**config.mk**
```make
export PLATFORM = sky130hd
export DESIGN_NAME = sb_tx_arbiter
export DESIGN_NICKNAME = d
export VERILOG_FILES = /design/src/rtl/sb_tx_arbiter.sv
export SDC_FILE = /design/constraint.sdc
export NUM_CORES = 1
export LEC_CHECK = 0
export CAP_MARGIN = 25
export CORE_AREA = 2 2 39 41
export DETAILED_ROUTE_END_ITERATION = 7
export DIE_AREA = 0 0 41 43
export MAX_ROUTING_LAYER = met4
export PLACE_DENSITY = 0.83
export SLEW_MARGIN = 20
export SYNTH_ARGS = -nofsm -noshare
export SYNTH_HDL_FRONTEND = slang
export SYNTH_SLANG_ARGS = --single-unit
```
**constraint.sdc**
```tcl
create_clock -name sb_clk -period 4.9 [get_ports sb_clk]
set_clock_uncertainty 0.05 [all_clocks]
set_input_delay 0.98 -clock sb_clk [delete_from_list [all_inputs] [get_ports sb_clk]]
set_output_delay 0.98 -clock sb_clk [all_outputs]
set_load 0.03 [all_outputs]
```
**src/rtl/sb_tx_arbiter.sv**
```systemverilog
// Purpose : round-robin arbiter sharing the sideband transaction generator
//           between the control-FSM select (req0) and the register-response path (req1).
// Latency : grant/ready, grant_id, busy and trans_sel appear one cycle after a valid in IDLE;
//           the earliest next grant is three cycles after trans_sent.
// Backpressure: a requester holds valid/sel until its one-cycle ready pulse; nothing is
//           granted while a transaction is in flight, during the GAP cycle, or while
//           disconnect_sbtx is high.
//
// Optional feature: define SB_ARB_TIMEOUT_EN to build the WAIT_SENT timeout counter and
// timeout_err. Without it, WAIT_SENT only exits on trans_sent or disconnect_sbtx.
//
// Ports:
//   sb_clk            sideband clock (only clock)
//   rst               synchronous active-low reset
//   req0_valid/sel    control-FSM request and code; req0_ready = accept pulse
//   req1_valid/sel    register-response request and code; req1_ready = accept pulse
//   disconnect_sbtx   TX disconnected: abandon the in-flight transaction, hold off grants
//   trans_sent        generator completion pulse (only honoured in WAIT_SENT)
//   trans_sel         code to the generator, a one-cycle pulse, otherwise 0
//   grant_id          requester owning the current or last transaction
//   busy              high whenever the arbiter is not IDLE
//   timeout_err       one-cycle pulse when WAIT_SENT is aborted by the timeout
module sb_tx_arbiter #(
    parameter int SEL_W          = 3,
    parameter int TIMEOUT_CYCLES = 1024
) (
    input  logic             sb_clk,
    input  logic             rst,
    input  logic             req0_valid,
    input  logic [SEL_W-1:0] req0_sel,
    output logic             req0_ready,
    input  logic             req1_valid,
    input  logic [SEL_W-1:0] req1_sel,
    output logic             req1_ready,
    input  logic             disconnect_sbtx,
    input  logic             trans_sent,
    output logic [SEL_W-1:0] trans_sel,
    output logic             grant_id,
    output logic             busy,
    output logic             timeout_err
);

    typedef enum logic [1:0] {
        ST_IDLE      = 2'd0,
        ST_ISSUE     = 2'd1,
        ST_WAIT_SENT = 2'd2,
        ST_GAP       = 2'd3
    } state_t;

    state_t           state;
    state_t           state_nxt;
    logic [SEL_W-1:0] sel_q;
    logic [SEL_W-1:0] sel_nxt;
    logic             last_grant;
    logic             last_grant_nxt;
    logic             grant_id_q;
    logic             grant_id_nxt;
    logic             req0_ready_q;
    logic             req1_ready_q;
    logic             req0_ready_nxt;
    logic             req1_ready_nxt;

    // Requester selection: on a tie the one that did not win last time gets it.
    logic             any_req;
    logic             pick1;
    logic [SEL_W-1:0] pick_sel;
    logic             wait_expired;

    assign any_req  = req0_valid | req1_valid;
    assign pick1    = (req0_valid & req1_valid) ? ~last_grant : req1_valid;
    assign pick_sel = pick1 ? req1_sel : req0_sel;

`ifdef SB_ARB_TIMEOUT_EN
    // Counter value k means k full WAIT_SENT cycles have already elapsed, so
    // reaching TIMEOUT_CYCLES-1 aborts on the TIMEOUT_CYCLES-th waiting cycle.
    localparam int CNT_W = (TIMEOUT_CYCLES > 2) ? $clog2(TIMEOUT_CYCLES) : 1;
    localparam logic [CNT_W-1:0] CNT_LAST = CNT_W'(TIMEOUT_CYCLES - 1);

    logic [CNT_W-1:0] wait_cnt;
    logic             timeout_q;
    logic             timeout_nxt;

    always_ff @(posedge sb_clk) begin
        if (!rst) begin
            wait_cnt <= '0;
        end else if (state == ST_ISSUE) begin
            // ISSUE is the only way into WAIT_SENT, so clear here.
            wait_cnt <= '0;
        end else if ((state == ST_WAIT_SENT) && (wait_cnt != {CNT_W{1'b1}})) begin
            wait_cnt <= wait_cnt + 1'b1;
        end
    end

    assign wait_expired = (state == ST_WAIT_SENT) && (wait_cnt == CNT_LAST);

    // Completion in the same cycle wins over the timeout, and a disconnect
    // abandons the transaction silently.
    assign timeout_nxt = wait_expired && !trans_sent && !disconnect_sbtx;

    always_ff @(posedge sb_clk) begin
        if (!rst) begin
            timeout_q <= 1'b0;
        end else begin
            timeout_q <= timeout_nxt;
        end
    end

    assign timeout_err = timeout_q;
`else
    // No abort path in this build. The parameter is still referenced so both
    // builds present the same parameter list; the term is constant false.
    assign wait_expired = (TIMEOUT_CYCLES < 0);
    assign timeout_err  = 1'b0;
`endif

    // State and registered outputs.
    always_ff @(posedge sb_clk) begin
        if (!rst) begin
            state        <= ST_IDLE;
            sel_q        <= '0;
            last_grant   <= 1'b1;   // req0 wins the first tie
            grant_id_q   <= 1'b0;
            req0_ready_q <= 1'b0;
            req1_ready_q <= 1'b0;
        end else begin
            state        <= state_nxt;
            sel_q        <= sel_nxt;
            last_grant   <= last_grant_nxt;
            grant_id_q   <= grant_id_nxt;
            req0_ready_q <= req0_ready_nxt;
            req1_ready_q <= req1_ready_nxt;
        end
    end

    // Next-state and grant decision.
    always_comb begin
        state_nxt      = state;
        sel_nxt        = sel_q;
        last_grant_nxt = last_grant;
        grant_id_nxt   = grant_id_q;
        req0_ready_nxt = 1'b0;
        req1_ready_nxt = 1'b0;

        if (disconnect_sbtx) begin
            // Flush: drop whatever is in flight, keep the round-robin pointer.
            state_nxt = ST_IDLE;
        end else begin
            case (state)
                ST_IDLE: begin
                    if (any_req) begin
                        req0_ready_nxt = ~pick1;
                        req1_ready_nxt = pick1;
                        grant_id_nxt   = pick1;
                        last_grant_nxt = pick1;
                        sel_nxt        = pick_sel;
                        // A zero code is consumed without touching the generator.
                        if (pick_sel != '0) begin
                            state_nxt = ST_ISSUE;
                        end
                    end
                end
                ST_ISSUE: begin
                    // trans_sent here is ignored: the generator cannot finish in 0 cycles.
                    state_nxt = ST_WAIT_SENT;
                end
                ST_WAIT_SENT: begin
                    if (trans_sent || wait_expired) begin
                        state_nxt = ST_GAP;
                    end
                end
                ST_GAP: begin
                    state_nxt = ST_IDLE;
                end
                default: begin
                    state_nxt = ST_IDLE;
                end
            endcase
        end
    end

    // trans_sel is a one-cycle pulse tied to ISSUE; a disconnect in that cycle suppresses it.
    assign trans_sel  = ((state == ST_ISSUE) && !disconnect_sbtx) ? sel_q : '0;
    assign busy       = (state != ST_IDLE);
    assign grant_id   = grant_id_q;
    assign req0_ready = req0_ready_q;
    assign req1_ready = req1_ready_q;

endmodule

```
# == Word level (Yosys, flattened, before mapping) ==
# Cells that the tools add are included.
# totals
out_inout_bits,8
elab_cells,36
register_bits,9
# classes
muxes,7
bitwise_logic,8
reduce_logical,9
n_eq_ne,6
# ops
operator,n
one-hot mux 2 bit (4 select lines),1
2-to-1 mux 2 bit,3
2-to-1 mux 3 bit,2
"inequality test 2 bit, second input constant",3
NOT 1 bit,6
AND reduction 3 bit,2
"== test 2 bit, second input constant",2
OR reduction 4 bit,1
nonzero test 3 bit,1
"== test 2 x 1 -> 1 bit, second input constant",1
zero test 2 bit,1
nonzero test 2 bit,1
OR reduction 2 bit,1
bitwise AND 1 bit,1
logical AND 1 bit,1
zero test 1 bit,1
2-to-1 mux 1 bit,1
OR 1 bit,1

# == Depth between registers and ports, before layout ==
# Gate-level depths: netlist of run 1.
# logic_depth
ltp_word,7
depth_mapped,6
mapped_depth_nobuf,6

# == Worst setup path after synthesis of run 1 ==
# No wires, ideal clock.
# synth_timing
kind,input to output
from,in disconnect_sbtx
to,out trans_sel[0]
cell_stages,2
arrival_time_ps,1407
path_slack_ps,2463
path_cell_list,nor2b_1 > and2_1
# synth_between
elab_chain_len,3
# synth_lines
item,line_no,text
from (decl),35,"input logic disconnect_sbtx,"
zero test 1 bit,182,assign trans_sel = ((state == ST_ISSUE) && !disconnect_sbtx) ? sel_q : '0;
logical AND 1 bit,182,
2-to-1 mux 3 bit,182,
to (decl),37,"output logic [SEL_W-1:0] trans_sel,"
# No other way between the ends.

# == Worst setup path in the final report of run 1 ==
# layout_timing
from,in disconnect_sbtx
to,out trans_sel[1]
# The elaborated chain is that of the path after synthesis.

==> results_dict.tcl, run 1 <==
set metrics [dict create \
    run_status "completed" \
    worstSetupEndpointType "primary output" \
    total_power_divided_by_cell_area_nw_per_um2 251.9 \
    track_usage 0.1393 \
    hold_viol_final 0 \
    timing.final.crit_share 0.7157 \
    cp_slowest_stage_delay_ns 0.66 \
    cts_tree "yes" \
    ctsHoldBuffers 0 \
    yosysWarningCount 0 \
    drv_cap 0 \
    cts_made_buffers 3 \
    cts-resized-gates 0 \
    synth_top_cell_by_area "sky130_fd_sc_hd__dfxtp_1" \
    grt_pass1_wl_mm 1.607 \
    buffer_ports.inserted 18 \
    finalSetupViolCount 0 \
    gr-total-overflow 0 \
    aggregate_negative_setup_slack_ns 0 \
    yosys-top-cells-area "sky130_fd_sc_hd__dfxtp_1, sky130_fd_sc_hd__mux2i_1, sky130_fd_sc_hd__ha_1" \
    cts-root-buf "sky130_fd_sc_hd__clkbuf_4" \
    finalMaxSlewViolations 0 \
    postRouteAntennaNets 0 \
    synth_largest_type_area_fraction 0.3470 \
    leakage_nw 0.3253 \
    edff_count_synth 0 \
    synth_seq_cells 9 \
    arrival_ns 2.48 \
    flow.area_growth_from_synthesis_pct 42.17 \
    p_switching_mw 0.05180 \
    crit_path_start_kind "input pin" \
    syn-cell-area_um2 519.2 \
    num-fill-cells 135 \
    max_freq_ghz 0.2852 \
    critPathMostFrequentCell "sky130_fd_sc_hd__clkdlybuf4s50_1" \
    synth_seq_area_share 0.3470 \
    initial_utilization 0.3752 \
    postSynthAreaPerCell_um2 10.18 \
    number_of_h_tree_branching_levels 1 \
    synth_most_common_cell "sky130_fd_sc_hd__dfxtp_1" \
    grt_setup_unrepaired "no" \
    wl_per_cell_um 10.83 \
    first_global_vias 405 \
    worst-path-max-fanout 3 \
    syn_inst 51 \
    route.vias.total 437 \
    clockBufferDepth 2 \
    pwr-share-seq 0.438 \
    antenna_found_initial 0 \
    pin_count 20 \
    drt_pass1_iterations 3 \
    die-area_um2 1763 \
    antenna_cells 0 \
    grt_max_degree 11 \
    design.core.area_um2 1384 \
    finalCriticalPeriod_ns 3.507 \
    share_clk_of_total_power 0.308 \
    setup.worst_path.class "in2out" \
    die-height_um 43 \
    postSynth.asyncResetShare 0 \
    clkTransAtPathRegs_ns 0.06 \
    sw_frac_of_total 0.2786 \
    route.detailed.vias_per_inst 4.966 \
    power.share.combinational 0.254 \
    cts_sinks 9 \
    fin_nets 88 \
    mappedNetlistNets 66 \
    synth_cell_types 23 \
    worstPathRequired_ns 3.87 \
    crit_chain "clkdlybuf4s50_1 -> nor2b_1 -> and2_1 -> clkdlybuf4s50_1" \
    layout-drive-gt1-share 0.1111 \
    die_width_um 41 \
    routed_wirelength_um 953 \
    place_hpwl_um 781.7 \
    worst_skew_pair.late_latency_ns 0.26 \
    worst_path_max_delay_cell "sky130_fd_sc_hd__clkdlybuf4s50_1" \
    drc 0 \
    dr.first_iter.drc_count 9 \
    vdd.ir_drop.worst_mv 0.09050 \
    ys.flop_type "sky130_fd_sc_hd__dfxtp_1" \
    post_cts.repair.setup_buffers 0 \
    cell_internal_pwr_mw 0.1341 \
    globalplace.congestion 0.7101 \
    ys_top_cells_by_count "sky130_fd_sc_hd__dfxtp_1, sky130_fd_sc_hd__nand2_1, sky130_fd_sc_hd__inv_1" \
    hold-worst-slack_ns 0.4173 \
    min-delay-path-class "reg2reg" \
    placementRows 14 \
]
==> per-stage QoR <==
step           std cells  area (um^2)  worst slack [ns]    util  total power, mW
2_1_floorplan         51        519.2             2.463       -           0.1117
3_3_place_gp          84        711.9             1.388  0.5145           0.1296
3_5_place_dp          84        711.9             1.399  0.5145           0.1307
4_1_cts               88        738.2             1.387  0.5335           0.1881
5_1_grt               88        738.2             1.297  0.5335           0.1969
6_report              88        738.2             1.393  0.5335           0.1859
==> cells by family after synthesis <==
| logic type | share of synthesized area |
|---|---|
| AOI/OAI and AO/OA | 0.2048 |
| DFF | 0.3470 |
| muxes | 0.1060 |
| buffers and inverters | 0.05061 |
| other | 0.007222 |
| adders and majority gates | 0.07230 |
| and+or+nand+nor | 0.2121 |
==> per-layer routing <==
metal | wire, um | up-vias | share of wire | GRT usage
li1 | - | 218 | - | -
met5 | 0 | - | 0 | -
met2 | 443 | 19 | 0.46 | 0.1969
met3 | 69 | 5 | 0.072 | 0.03141
met1 | 408 | 195 | 0.43 | 0.1656
met4 | 31 | 0 | 0.033 | 0.1000
==> state kept, by name (all words and copies together) (netlist names) <==
name,count
grant_id,1
last_grant,1
req0_ready,1
req1_ready,1
sel_q,3
state,2
==> cell usage in the layout (no fill, tap or decap) <==
master                            netlist  final
sky130_fd_sc_hd__and2_1                 3      3
sky130_fd_sc_hd__clkbuf_1               0      1
sky130_fd_sc_hd__a21boi_4               1      1
sky130_fd_sc_hd__nor2_1                 1      1
sky130_fd_sc_hd__nand3_1                1      1
sky130_fd_sc_hd__dfxtp_1                9      9
sky130_fd_sc_hd__nor4b_1                2      2
sky130_fd_sc_hd__mux2i_1                4      4
sky130_fd_sc_hd__o211a_1                3      3
sky130_fd_sc_hd__clkbuf_4               0      3
sky130_fd_sc_hd__inv_1                  5      5
sky130_fd_sc_hd__o211ai_1               1      1
sky130_fd_sc_hd__nand2b_1               1      1
sky130_fd_sc_hd__clkdlybuf4s50_1        0     18
sky130_fd_sc_hd__a21boi_1               1      1
sky130_fd_sc_hd__nor2b_1                2      2
sky130_fd_sc_hd__nand2_1                6      6
sky130_fd_sc_hd__o221a_1                1      1
sky130_fd_sc_hd__a221oi_4               1      1
sky130_fd_sc_hd__mux2_4                 1      1
sky130_fd_sc_hd__and3_2                 1      1
sky130_fd_sc_hd__a21oi_1                1      1
sky130_fd_sc_hd__conb_1                 1      1
sky130_fd_sc_hd__nor3_4                 1      1
sky130_fd_sc_hd__ha_1                   3      3
==> worst max-delay path: cells and delay by family <==
kind	cells	cell delay, ns
buf+inv	2	1.14
simple gates	2	0.36
==> power by group through the flow <==
stage / Combinational (mW) / Sequential [mW] / Clock, mW
after global routing: 0.0515 / 0.0818 / 0.0637
final: 0.0473 / 0.0813 / 0.0573
after global placement: 0.0466 / 0.0830 / 0
after CTS: 0.0477 / 0.0814 / 0.0590
after floorplan: 0.0273 / 0.0845 / 0
after detailed placement: 0.0476 / 0.0831 / 0
==> cell type report <==
cell class	count	area, um^2	share of cell area
Multi-Input combinational cell	36	312.8	0.4237
Sequential cell	9	180.2	0.2441
Timing Repair Buffer	18	180.2	0.2441
Clock buffer	4	26.28	0.03559
Tap cell	16	20.02	0.02712
Inverter	5	18.77	0.02542
==> final timing paths <==
path,start,to,slack [ns],cells past startpoint
worst max-delay path,disconnect_sbtx,trans_sel[1],1.39,4
worst min-delay path,grant_id$_SDFFE_PN0P_,grant_id$_SDFFE_PN0P_,0.42,2
worst max register to register,state[0]$_SDFFE_PP0P_,state[1]$_SDFFE_PP0P_,3.17,6
worst min register to register,grant_id$_SDFFE_PN0P_,grant_id$_SDFFE_PN0P_,0.42,2
Power figures use the tool's default switching activity.
==> run 2: changes to the inputs <==
- CORE_AREA: 2 2 39 41 -> unset
- CORE_UTILIZATION: unset -> 37
- DIE_AREA: 0 0 41 43 -> unset
- clock period: 4.9 -> 3.05 ns (I/O delays scaled with it)
==> run 2 against run 1 <==
Sequential power grew 61%. Combinational power grew 61%. Count of clock-buffer cells in the layout did not move. Sequential share of layout area hardly changed. Sequential cell count unchanged. Setup slack worse by 1.1 ns. Via count fell by 3.0%. Critical path depth unchanged. Design area decreased by 0.17%.
==> results_dict.tcl, run 2 (same netlist as run 1, synthesis figures left out) <==
set metrics [dict create \
    run_status "completed" \
    route.detailed.vias_per_inst 4.874 \
    buffer_ports.inserted 18 \
    cts_tree "yes" \
    antenna_cells 0 \
    layout-drive-gt1-share 0.1111 \
    cts_sinks 9 \
    post_cts.repair.setup_buffers 0 \
    pin_count 20 \
    reg2reg_slack_ns 1.32 \
    fin_nets 88 \
    finalMaxSlewViolations 0 \
    hold_viol_final 0 \
    track_usage 0.1679 \
    crit_start "disconnect_sbtx" \
    routed_wirelength_um 983 \
    die-height_um 39.46 \
    drt_pass1_iterations 2 \
    final_core_util 0.5663 \
    hold-worst-slack_ns 0.4251 \
    top_regs "sel_q x3, state x2" \
    ctsHoldBuffers 0 \
    die_width_um 39.46 \
    aggregate_negative_setup_slack_ns 0 \
    cts-resized-gates 0 \
    dr.first_iter.drc_count 2 \
    worst_r2r_startpoint "state[0]$_SDFFE_PP0P_" \
    crit_path_start_kind "input pin" \
    cts_made_buffers 3 \
    top_register "sel_q" \
    finalSetupViolCount 0 \
    total_power_divided_by_cell_area_nw_per_um2 404.3 \
    cp_slowest_stage_delay_ns 0.67 \
    die-area_um2 1557 \
    worst_skew_pair.late_latency_ns 0.25 \
    gr-total-overflow 0 \
    flow.area_growth_from_synthesis_pct 41.93 \
    postRouteAntennaNets 0 \
    worstSetupPathDepth 4 \
    first_global_vias 416 \
    number_of_h_tree_branching_levels 1 \
    globalplace.congestion 0.7237 \
    arrival_ns 2.13 \
    cp_top_family "buffers and inverters" \
    mostFrequentLayoutCell "sky130_fd_sc_hd__clkdlybuf4s50_1" \
    antenna_found_initial 0 \
    grt_setup_unrepaired "no" \
    worst-path-max-fanout 3 \
    wl_per_cell_um 11.30 \
    drv_cap 0 \
    mostFrequentLayoutCells "sky130_fd_sc_hd__clkdlybuf4s50_1, sky130_fd_sc_hd__dfxtp_1, sky130_fd_sc_hd__nand2_1" \
    post-route-worst-setup-slack_ns 0.2604 \
    drc 0 \
    worstPathRequired_ns 2.39 \
    timing.critical_path.buf_inv 2 \
    setup.worst_path.class "in2out" \
    flip_flop_count_of_the_largest_register_all_copies_and_words_added 3 \
    timing.final.crit_share 0.9146 \
    crit_chain "clkdlybuf4s50_1 -> nor2b_1 -> and2_1 -> clkdlybuf4s50_1" \
    dpl_worst_slack_ns 0.2543 \
    leakage_nw 0.3253 \
    grt_max_degree 11 \
    regToRegEndpoint "state[0]$_SDFFE_PP0P_" \
    grt_pass1_wl_mm 1.711 \
    design.core.area_um2 1301 \
    placementRows 13 \
    worstSetupEndpointType "primary output" \
    clockBufferDepth 2 \
    finalCriticalPeriod_ns 2.790 \
    vdd.ir_drop.worst_mv 0.2128 \
    route.vias.total 424 \
    crit_end "trans_sel[1]" \
    max_freq_ghz 0.3585 \
    critPathMostFrequentCell "sky130_fd_sc_hd__clkdlybuf4s50_1" \
    initial_utilization 0.3990 \
    worst_r2r_path_depth 6 \
    cts-root-buf "sky130_fd_sc_hd__clkbuf_4" \
    min-delay-path-class "reg2reg" \
    clkTransAtPathRegs_ns 0.06 \
    worst_path_max_delay_cell "sky130_fd_sc_hd__clkdlybuf4s50_1" \
    place_hpwl_um 760.1 \
]
==> run 2: cell counts in the layout (fill, tap and decap cells not counted) <==
No cell type changed its count.
==> run 2: worst reg2reg max path, delay by kind of cell, from the launching register on <==
kind / cells / cell delay, ns
simple gates: 1 / 0.35
flops: 1 / 0.33
fa+ha+maj: 1 / 0.30
compound gates: 2 / 0.28
mux: 1 / 0.24
buf+inv: 1 / 0.08
==> run 2: routing by layer <==
metal	vias to the layer above	GRT usage	part of all wire
li1	217	-	-
met1	188	0.1986	0.49
met2	17	0.2705	0.43
met3	2	0.03409	0.068
met4	0	0.07759	0.010
met5	-	-	0
==> run 2: report_power, final <==
part	switching (mW)	leakage, nW	internal [mW]
Sequential	0.00500	0.0739	0.126
Combinational	0.0368	0.236	0.0392
Clock	0.0407	0.0150	0.0503
Total	0.0825	0.325	0.215
==> run 2: worst min-delay path by stage <==
| stage | from | end | slack, ns | depth (start not counted) |
|---|---|---|---|---|
| floorplan | state[1]$_SDFFE_PP0P_ | state[1]$_SDFFE_PP0P_ | 0.40 | 2 |
| global placement | grant_id$_SDFFE_PN0P_ | grant_id$_SDFFE_PN0P_ | 0.42 | 2 |
| detailed placement | grant_id$_SDFFE_PN0P_ | grant_id$_SDFFE_PN0P_ | 0.41 | 2 |
| CTS | grant_id$_SDFFE_PN0P_ | grant_id$_SDFFE_PN0P_ | 0.43 | 2 |
| global route | grant_id$_SDFFE_PN0P_ | grant_id$_SDFFE_PN0P_ | 0.44 | 2 |
| finish | grant_id$_SDFFE_PN0P_ | grant_id$_SDFFE_PN0P_ | 0.43 | 2 |
==> run 2: through the flow <==
stage | power (mW) | cell area (um^2) | instances
after floorplan | 0.1795 | 519.2 | 51
after global placement | 0.2086 | 710.7 | 83
after detailed placement | 0.2097 | 710.7 | 83
after CTS | 0.3027 | 737.0 | 87
after global routing | 0.3167 | 737.0 | 87
final | 0.2980 | 737.0 | 87
==> run 2: layout make-up <==
| type | instances | area (um^2) |
|---|---|---|
| Clock buffer | 4 | 26.28 |
| Fill cell | 129 | 564.3 |
| Inverter | 5 | 18.77 |
| Multi-Input combinational cell | 36 | 312.8 |
| Sequential cell | 9 | 180.2 |
| Tap cell | 15 | 18.77 |
| Timing Repair Buffer | 18 | 180.2 |
==> run 3: changes to the inputs <==
- CORE_AREA: unset -> 2 2 39 41
- CORE_UTILIZATION: 37 -> unset
- DIE_AREA: unset -> 0 0 41 43
- SLEW_MARGIN: 20 -> 0
- clock period: 3.05 -> 3.56 ns (I/O delays scaled with it)
==> run 3 against run 2 <==
Core utilization down 3.3 points. Final cell count up 1.1%. Die area is 13% higher. Via count rose by 2.1%. Non-clock buffer count unchanged. Critical endpoint is now trans_sel[2]. Critical path type unchanged. Largest cell class unchanged. Worst hold slack lost 0.0072 ns. First-iteration DRC count grew 100%.
==> results_dict.tcl, run 3 (same netlist as run 1, synthesis figures left out) <==
set metrics [dict create \
    holdPathStages 2 \
    die-area_um2 1763 \
    cell_internal_pwr_mw 0.1846 \
    mostFrequentLayoutCell "sky130_fd_sc_hd__clkdlybuf4s50_1" \
    aggregate_negative_setup_slack_ns 0 \
    timing.final.crit_share 0.8314 \
    run_status "completed" \
    globalplace.congestion 0.7098 \
    dp_cells 84 \
    pwr-share-seq 0.440 \
    worstPathRequired_ns 2.80 \
    timing.hold.worst.start "grant_id$_SDFFE_PN0P_" \
    worst_skew_pair.late_latency_ns 0.25 \
    final-instance-count-excl-fill 88 \
    finalMaxSlewViolations 0 \
    postRouteAntennaNets 0 \
    first_global_vias 400 \
    grt_setup_unrepaired "no" \
    number_of_h_tree_branching_levels 1 \
    fin_nets 88 \
    top_regs "sel_q x3, state x2" \
    min-delay-path-class "reg2reg" \
    crit_chain "clkdlybuf4s50_1 -> nor2b_1 -> and2_1 -> clkdlybuf4s50_1" \
    pin_count 20 \
    grt_pass1_wl_mm 1.656 \
    post_cts.repair.setup_buffers 0 \
    cts-resized-gates 0 \
    power.share.combinational 0.255 \
    setup.worst_path.class "in2out" \
    hold_viol_final 0 \
    worst_r2r_path_depth 6 \
    arrival_ns 2.20 \
    cts_tree "yes" \
    ctsHoldBuffers 0 \
    worst_r2r_startpoint "state[0]$_SDFFE_PP0P_" \
    cp_top_family "buffers and inverters" \
    route.detailed.vias_per_inst 4.920 \
    cts_sinks 9 \
    critPathMostFrequentCell "sky130_fd_sc_hd__clkdlybuf4s50_1" \
    top_register "sel_q" \
    drt_pass1_iterations 2 \
    place_hpwl_um 783.4 \
    drc 0 \
    clockBufferDepth 2 \
    flip_flop_count_of_the_largest_register_all_copies_and_words_added 3 \
    antenna_found_initial 0 \
    vdd.ir_drop.worst_mv 0.1345 \
    crit_path_start_kind "input pin" \
    grt_max_degree 11 \
    reg2reg_slack_ns 1.82 \
    drv_cap 0 \
    final_core_util 0.5335 \
    track_usage 0.1393 \
    worst_path_max_delay_cell "sky130_fd_sc_hd__clkdlybuf4s50_1" \
    mostFrequentLayoutCells "sky130_fd_sc_hd__clkdlybuf4s50_1, sky130_fd_sc_hd__dfxtp_1, sky130_fd_sc_hd__nand2_1" \
    post-route-worst-setup-slack_ns 0.6002 \
    gr-total-overflow 0 \
    worstSetupEndpointType "primary output" \
    worstHoldEndpoint "grant_id$_SDFFE_PN0P_" \
    cp_slowest_stage_delay_ns 0.66 \
    finalSetupViolCount 0 \
    regToRegEndpoint "state[1]$_SDFFE_PP0P_" \
    layout-drive-gt1-share 0.1111 \
    cts_made_buffers 3 \
    total_power_divided_by_cell_area_nw_per_um2 344.6 \
    leakage_nw 0.3253 \
    p_switching_mw 0.06978 \
    placementRows 14 \
    dr.first_iter.drc_count 4 \
    die-height_um 43 \
    sw_frac_of_total 0.2743 \
    share_clk_of_total_power 0.305 \
    timing.critical_path.buf_inv 2 \
    cts-root-buf "sky130_fd_sc_hd__clkbuf_4" \
    initial_utilization 0.3752 \
    flow.area_growth_from_synthesis_pct 42.17 \
    design.core.area_um2 1384 \
    dpl_worst_slack_ns 0.5953 \
    routed_wirelength_um 952 \
    fin_total_pwr_mw 0.2544 \
    wl_per_cell_um 10.82 \
    die_width_um 41 \
    antenna_cells 0 \
    max_freq_ghz 0.3379 \
    route.vias.total 433 \
    finalCriticalPeriod_ns 2.960 \
    buffer_ports.inserted 18 \
    clkTransAtPathRegs_ns 0.06 \
    worst-path-max-fanout 3 \
]
## run 3: cell counts in the layout (fill, tap and decap cells not counted)
No cell type changed its count.
## run 3: cell type report
type	instances	area [um^2]
sequential	9	180.2
inverter	5	18.77
tap	16	20.02
clock buffer	4	26.28
fill	136	645.6
multi-input combinational	36	312.8
timing repair buffer	18	180.2
## run 3: worst max-delay path by stage
stage	start	end	slack (ns)	cells past startpoint
after detailed placement	disconnect_sbtx	trans_sel[2]	0.60	4
after CTS	disconnect_sbtx	trans_sel[2]	0.59	4
final	disconnect_sbtx	trans_sel[2]	0.60	4
after global placement	disconnect_sbtx	trans_sel[1]	0.58	4
after floorplan	disconnect_sbtx	trans_sel[0]	1.66	2
after global routing	disconnect_sbtx	trans_sel[0]	0.48	4
## run 3: worst reg2reg max path: stages (launching register included)
cell and delay [ns]:
sky130_fd_sc_hd__dfxtp_1 0.37, sky130_fd_sc_hd__inv_1 0.08, sky130_fd_sc_hd__ha_1 0.29, sky130_fd_sc_hd__nor4b_1 0.18, sky130_fd_sc_hd__mux2_4 0.28, sky130_fd_sc_hd__a221oi_4 0.21
sky130_fd_sc_hd__mux2i_1 0.22
## run 3: power groups by stage
stage | combinational, mW | sequential (mW) | clock [mW]
floorplan | 0.0375 | 0.116 | 0
global placement | 0.0642 | 0.114 | 0
detailed placement | 0.0654 | 0.114 | 0
CTS | 0.0659 | 0.112 | 0.0804
global route | 0.0715 | 0.113 | 0.0854
finish | 0.0649 | 0.112 | 0.0775
## run 3: stage by stage
| step | instance area [um^2] | hold slack [ns] |
|---|---|---|
| final | 738.2 | 0.4180 |
| after global routing | 738.2 | 0.4523 |
| after CTS | 738.2 | 0.4200 |
| after detailed placement | 711.9 | 0.4092 |
| after global placement | 711.9 | 0.4126 |
| after floorplan | 519.2 | 0.4015 |
## run 3: routing by layer
metal | part of all wire | up-vias | track usage
met5 | 0 | - | -
met4 | 0.016 | 0 | 0.08000
met3 | 0.070 | 2 | 0.01571
met2 | 0.47 | 16 | 0.2000
met1 | 0.44 | 197 | 0.1818
li1 | - | 218 | -
